$ cat src/rtl/qpp_read_addr_gen.sv
// Turbo interleaver read-address generator: emits pi(i) = (f1*i + f2*i^2) mod K
// for i = 0..K-1 using an add/compare/subtract recursion instead of multipliers.
//
// state | meaning
// IDLE  | waiting for start; block parameters latched on acceptance
// RUN   | one address per cycle with read_enable high; exits once i reaches K
// DONE  | single-cycle done pulse, busy still high, start ignored
module qpp_read_addr_gen #(
    parameter int ADDR_W  = 13,
    parameter int K_SMALL = 1056,
    parameter int K_LARGE = 6144
) (
    input  logic              clk,
    input  logic              reset,
    input  logic              start,
    input  logic              block_size,
    input  logic              read_enable,
    output logic [ADDR_W-1:0] addr,
    output logic [ADDR_W-1:0] index,
    output logic              addr_valid,
    output logic              addr_last,
    output logic              busy,
    output logic              done
);

    localparam int AW1 = ADDR_W + 1;

    localparam int F1_SMALL = 17;
    localparam int F2_SMALL = 66;
    localparam int F1_LARGE = 263;
    localparam int F2_LARGE = 480;

    localparam logic [AW1-1:0] K_S    = AW1'(K_SMALL);
    localparam logic [AW1-1:0] K_L    = AW1'(K_LARGE);
    localparam logic [AW1-1:0] G0_S   = AW1'(F1_SMALL + F2_SMALL);
    localparam logic [AW1-1:0] G0_L   = AW1'(F1_LARGE + F2_LARGE);
    localparam logic [AW1-1:0] DG_S   = AW1'(2 * F2_SMALL);
    localparam logic [AW1-1:0] DG_L   = AW1'(2 * F2_LARGE);
    localparam logic [AW1-1:0] ONE    = AW1'(1);

    typedef enum logic [1:0] {
        IDLE = 2'd0,
        RUN  = 2'd1,
        DONE = 2'd2
    } state_t;

    state_t         state;
    logic [AW1-1:0] k_reg;
    logic [AW1-1:0] dg_reg;
    logic [AW1-1:0] pi_r;
    logic [AW1-1:0] g_r;
    logic [AW1-1:0] i_r;

    logic [AW1-1:0] pi_sum;
    logic [AW1-1:0] g_sum;
    logic [AW1-1:0] pi_next;
    logic [AW1-1:0] g_next;

    // Both addends are already reduced below K, so one conditional subtract suffices.
    always_comb begin
        pi_sum  = pi_r + g_r;
        g_sum   = g_r + dg_reg;
        pi_next = (pi_sum >= k_reg) ? (pi_sum - k_reg) : pi_sum;
        g_next  = (g_sum >= k_reg) ? (g_sum - k_reg) : g_sum;
    end

    always_ff @(posedge clk or negedge reset) begin
        if (!reset) begin
            state      <= IDLE;
            k_reg      <= '0;
            dg_reg     <= '0;
            pi_r       <= '0;
            g_r        <= '0;
            i_r        <= '0;
            addr       <= '0;
            index      <= '0;
            addr_valid <= 1'b0;
            addr_last  <= 1'b0;
            busy       <= 1'b0;
            done       <= 1'b0;
        end else begin
            case (state)
                IDLE: begin
                    addr_valid <= 1'b0;
                    addr_last  <= 1'b0;
                    done       <= 1'b0;
                    if (start) begin
                        k_reg  <= block_size ? K_L  : K_S;
                        dg_reg <= block_size ? DG_L : DG_S;
                        g_r    <= block_size ? G0_L : G0_S;
                        pi_r   <= '0;
                        i_r    <= '0;
                        busy   <= 1'b1;
                        state  <= RUN;
                    end
                end
                RUN: begin
                    // i == K only after the final address went out; drain to DONE.
                    if (i_r == k_reg) begin
                        addr_valid <= 1'b0;
                        addr_last  <= 1'b0;
                        done       <= 1'b1;
                        state      <= DONE;
                    end else if (read_enable) begin
                        addr       <= pi_r[ADDR_W-1:0];
                        index      <= i_r[ADDR_W-1:0];
                        addr_valid <= 1'b1;
                        addr_last  <= (i_r == (k_reg - ONE));
                        pi_r       <= pi_next;
                        g_r        <= g_next;
                        i_r        <= i_r + ONE;
                    end else begin
                        addr_valid <= 1'b0;
                        addr_last  <= 1'b0;
                    end
                end
                DONE: begin
                    addr_valid <= 1'b0;
                    addr_last  <= 1'b0;
                    done       <= 1'b0;
                    busy       <= 1'b0;
                    state      <= IDLE;
                end
                default: begin
                    addr_valid <= 1'b0;
                    addr_last  <= 1'b0;
                    done       <= 1'b0;
                    busy       <= 1'b0;
                    state      <= IDLE;
                end
            endcase
        end
    end

endmodule
$ cat config.mk
export PLATFORM = sky130hd
export DESIGN_NAME = qpp_read_addr_gen
export DESIGN_NICKNAME = d
export VERILOG_FILES = /design/src/rtl/qpp_read_addr_gen.sv
export SDC_FILE = /design/constraint.sdc
export NUM_CORES = 1
export LEC_CHECK = 0
export CORE_MARGIN = 2
export CORE_UTILIZATION = 25
export DETAILED_ROUTE_END_ITERATION = 6
export HOLD_SLACK_MARGIN = 0.15
export SETUP_SLACK_MARGIN = 0.15
export SLEW_MARGIN = 5
export SYNTH_ARGS = -nofsm -noshare
export SYNTH_HDL_FRONTEND = slang
export SYNTH_SLANG_ARGS = --single-unit
$ cat constraint.sdc
create_clock -name clk -period 5.41 [get_ports clk]
set_clock_uncertainty 0.15 [all_clocks]
set_input_delay 0.541 -clock clk [delete_from_list [all_inputs] [get_ports clk]]
set_output_delay 0.541 -clock clk [all_outputs]
set_load 0.05 [all_outputs]
==> run_results.csv, run 1 <==
group,metric,value,unit
synth,count_of_flip_flops_with_a_built_in_enable_after_synthesis,0,
sta,setup_viol,0,
synth,mappedNetlistArea,4830,µm²
placement,place.port_buffers,34,
sta,final-hold-violation-count,0,
route,vias,3958,
pwr,ir_drop,0.205,mV
synth,yosysWarningCount,0,
pwr,power.internal,2080,µW
synth,post_synth_most_frequent_cells,"sky130_fd_sc_hd__nand2_1, sky130_fd_sc_hd__dfrtp_1, sky130_fd_sc_hd__nor2_1, sky130_fd_sc_hd__ha_1, sky130_fd_sc_hd__o21ai_0",
sta,holdWs,0.318,ns
sta,worst_slew_margin_rel,0.393,
route,top_layer,"met4",
cts,cts.path.max_buffers,2,
sta,drv_slew,0,
cts,cts_tree,"done",
cts,clock_tree.root_cell,"sky130_fd_sc_hd__clkbuf_16",
global_routing,grt_first_pass_wirelength,20.5,mm
global_routing,first_global_vias,3919,
cells_and_area,area_delta_synth_final,19.3,%
die,core_area,18800,µm²
cts,cts_num_sinks,76,
route,post-route-drc-count,0,
synth,post_synthesis_cell_count,536,
route,ant_nets,0,
sta,finalCriticalPeriod,4.68,ns
placement,gpl.final_weighted_congestion,0.866,
route,drt-vias-per-instance,4.76,
synth,synth_seq_cells,76,
synth,yosys.area_share.xor_xnor,0.0741,
synth,synth.area.mux_share,0.0187,
pwr,net_switching_power,1780,µW
cts,cts_post_setup_buffers_inserted,0,
die,floorplan.die_area,20400,µm²
worst_setup_path,worst-endpoint-arrival,4.74,ns
worst_setup_path,critical_path_class,"reg2reg",
route,met3WireLength,484,µm
worst_setup_path,setup.worst_path.start_class,"flip-flop",
cts,insertion_delay_of_the_later_clocked_pin_in_the_worst_skew_pair,0.35,ns
synth,synth_flop_cell,"sky130_fd_sc_hd__dfrtp_1",
route,finalWirelength,12.2,mm
global_routing,grt_start_max_net_pins,49,
cells_and_area,layout-drive-gt1-share,0.0630,
die,floorplan.rows,50,
sta,final.setup.tns,0,ns
pwr,finalPower,3860,µW
synth,synth_compound_gate_area_share,0.180,
synth,yosys.cell_count.top_type,"sky130_fd_sc_hd__nand2_1",
route,detailedRoute.firstPassIterationCount,4,
cts,post_cts_resized,0,
sta,slack_of_the_critical_path,0.735,ns
route,route.layer.met1.wl,6.03,mm
synth,synth_fp_nets,575,
synth,syn_area_per_cell,9.01,µm²
sta,tightestPinTransition,0.887,ns
cts,htreeDepth,3,
synth,synth_simple_gate_area_share,0.216,
pwr,p_sw_frac,0.461,
placement,hpwl,8.52,mm
cells_and_area,num_antenna_cells,0,
route,wire_per_inst,14.7,µm
cts,clk_pin_slew,0.06,ns
global_routing,track_usage,0.127,
synth,yosysTopAreaCell,"sky130_fd_sc_hd__dfrtp_1",
cells_and_area,multi_input_area,2800,µm²
synth,largest_family_of_logic_cells_by_synthesized_area,"simple AND/OR/NAND/NOR gates",
cells_and_area,fillCellCount,2009,
cells_and_area,final-seq-area,1900,µm²
sta,fin_crit_sh,0.864,
cts,cts_buf_count,9,
worst_setup_path,timing.critical_path.to_type,"flip-flop",
synth,yosys.cell_types.count,66,
die,die_y,143,µm
pwr,clkPwrFrac,0.163,
sta,timing.fmax,0.214,GHz
die,pin_count,35,
synth,synth_fa_ha_area_frac,0.0897,
pwr,share_comb_of_total_power,0.605,
pwr,pwr_density_cell,671,nW/µm²
synth,ys_top_cells_by_area,"sky130_fd_sc_hd__dfrtp_1, sky130_fd_sc_hd__ha_1, sky130_fd_sc_hd__nand2_1, sky130_fd_sc_hd__xnor2_1, sky130_fd_sc_hd__xor2_1",
global_routing,antenna_violations_before_repair,0,
job,cap_viol_max_count,0,
cells_and_area,largest_registers,"i_r: 14 flops, pi_r: 14 flops",
die,initial_cell_density_of_the_core,0.256,
pwr,p_leak,0.00259,µW
synth,post-synth-top-area-fraction,0.394,
worst_setup_path,worstPathRequired,5.48,ns
synth,synth_async_sr_flop_share,1.00,
route,drt_iter0_markers,279,
die,chipWidth,143,µm
route,met2RoutedLength,5.52,mm
global_routing,globalRouteOverflowTotal,0,
pwr,seq_power_share,0.232,
worst_setup_path,worst-path-max-fanout,9,
placement,post-place-ws,0.786,ns
run_status,outcome,"complete, no violations",
synth,yosysSeqAreaShare,0.394,
sta,grt_setup_unrepaired,"no",
cells_and_area,finalNetCount,605,
hold_path,timing.hold.worst.class,"reg2reg",
## area by class of cell
class | count | share of cell area
Inverter | 12 | 0.00782
Clock inverter | 4 | 0.00978
Sequential cell | 76 | 0.330
Timing Repair Buffer | 39 | 0.0656
Tap cell | 260 | 0.0565
Multi-Input combinational cell | 428 | 0.485
Clock buffer | 12 | 0.0445
## through the flow
step / util / cells / area (µm²)
after global placement: 0.289 / 814 / 5440
after global routing: 0.306 / 831 / 5760
final: 0.306 / 831 / 5760
after CTS: 0.306 / 831 / 5760
after detailed placement: 0.289 / 814 / 5440
after floorplan: - / 536 / 4830
## worst max-delay path, cell delays in order (launching register included)
cell,delay [ns]
sky130_fd_sc_hd__dfrtp_1,0.44
sky130_fd_sc_hd__ha_1,0.23
sky130_fd_sc_hd__fa_1,0.42
sky130_fd_sc_hd__a211oi_1,0.35
sky130_fd_sc_hd__o21a_1,0.22
sky130_fd_sc_hd__o211ai_1,0.13
sky130_fd_sc_hd__a31o_2,0.26
sky130_fd_sc_hd__a21oi_1,0.17
sky130_fd_sc_hd__xnor2_1,0.11
sky130_fd_sc_hd__ha_1,0.40
sky130_fd_sc_hd__nand3_1,0.15
sky130_fd_sc_hd__or4_1,0.54
sky130_fd_sc_hd__o31a_1,0.35
sky130_fd_sc_hd__and3_1,0.30
sky130_fd_sc_hd__a32oi_1,0.25
sky130_fd_sc_hd__o21ai_1,0.09
## timing repair
item	CTS	global route
hold buffers	1	0
endpoints found under the setup margin	0	0
endpoints found under the hold margin	34	0
## cell families (layout without fill, tap and decap cells)
| family | count (synthesis) | after routing |
|---|---|---|
| and+or+nand+nor | 221 | 221 |
| AOI/OAI and AO/OA | 124 | 124 |
| DFF | 76 | 76 |
| xor gates and xnor gates | 40 | 40 |
| adders and majority gates | 34 | 34 |
| buffers and inverters | 32 | 67 |
| muxes | 9 | 9 |
## worst paths after layout
kind	to	from	slack, ns	cells after the start
worst max register to register	pi_r[12]	g_r[0]	0.73	15
max in group asynchronous	i_r[11]	reset	3.63	3
worst min-delay path	addr[0]	addr[0]	0.32	2
worst min register to register	addr[0]	addr[0]	0.32	2
worst max-delay path	pi_r[12]	g_r[0]	0.73	15
min in group asynchronous	pi_r[8]	reset	0.55	2
## layout by cell type (no fill, tap or decap), types with 4 or more instances in the layout
master and instances:
sky130_fd_sc_hd__clkdlybuf4s50_1 33, sky130_fd_sc_hd__o31ai_1 5, sky130_fd_sc_hd__nand2_1 100, sky130_fd_sc_hd__or2_2 4
sky130_fd_sc_hd__xnor2_1 22, sky130_fd_sc_hd__o211ai_1 6, sky130_fd_sc_hd__o21ai_0 29, sky130_fd_sc_hd__xor2_1 17
sky130_fd_sc_hd__buf_4 5, sky130_fd_sc_hd__clkbuf_16 9, sky130_fd_sc_hd__ha_1 33, sky130_fd_sc_hd__or3_1 6
sky130_fd_sc_hd__a21oi_1 23, sky130_fd_sc_hd__dfrtp_1 76, sky130_fd_sc_hd__nand2b_1 5, sky130_fd_sc_hd__nor2_1 34
sky130_fd_sc_hd__mux2i_1 9, sky130_fd_sc_hd__a31oi_1 5, sky130_fd_sc_hd__a22o_1 9, sky130_fd_sc_hd__nor4_1 5
sky130_fd_sc_hd__inv_1 12, sky130_fd_sc_hd__nand4_1 7, sky130_fd_sc_hd__nor3_1 16, sky130_fd_sc_hd__a21o_1 7
sky130_fd_sc_hd__nand3_1 18, sky130_fd_sc_hd__and3_1 7
## layer usage
layer / up-vias / global-route usage
met5: - / 0
met3: 14 / 0.0332
met4: 0 / 0.0318
met1: 1877 / 0.174
met2: 68 / 0.200
li1: 1999 / -
## power groups by stage
stage / combinational (µW) / sequential, µW / clock (µW)
after floorplan: 1710 / 1000 / 0
after global placement: 2300 / 906 / 0
after detailed placement: 2310 / 908 / 0
after CTS: 2330 / 900 / 652
after global routing: 2610 / 921 / 675
final: 2330 / 896 / 631
Power figures use the tool's default switching activity.
==> run 2: changes to the inputs <==
--- a/config.mk
+++ b/config.mk
@@ -5,6 +5,7 @@
 export SDC_FILE = /design/constraint.sdc
 export NUM_CORES = 1
 export LEC_CHECK = 0
+export CAP_MARGIN = 5
 export CORE_MARGIN = 2
 export CORE_UTILIZATION = 25
 export DETAILED_ROUTE_END_ITERATION = 6
==> results of run 2 <==
Same layout as run 1: the final DEF is identical, and so are final timing and power.
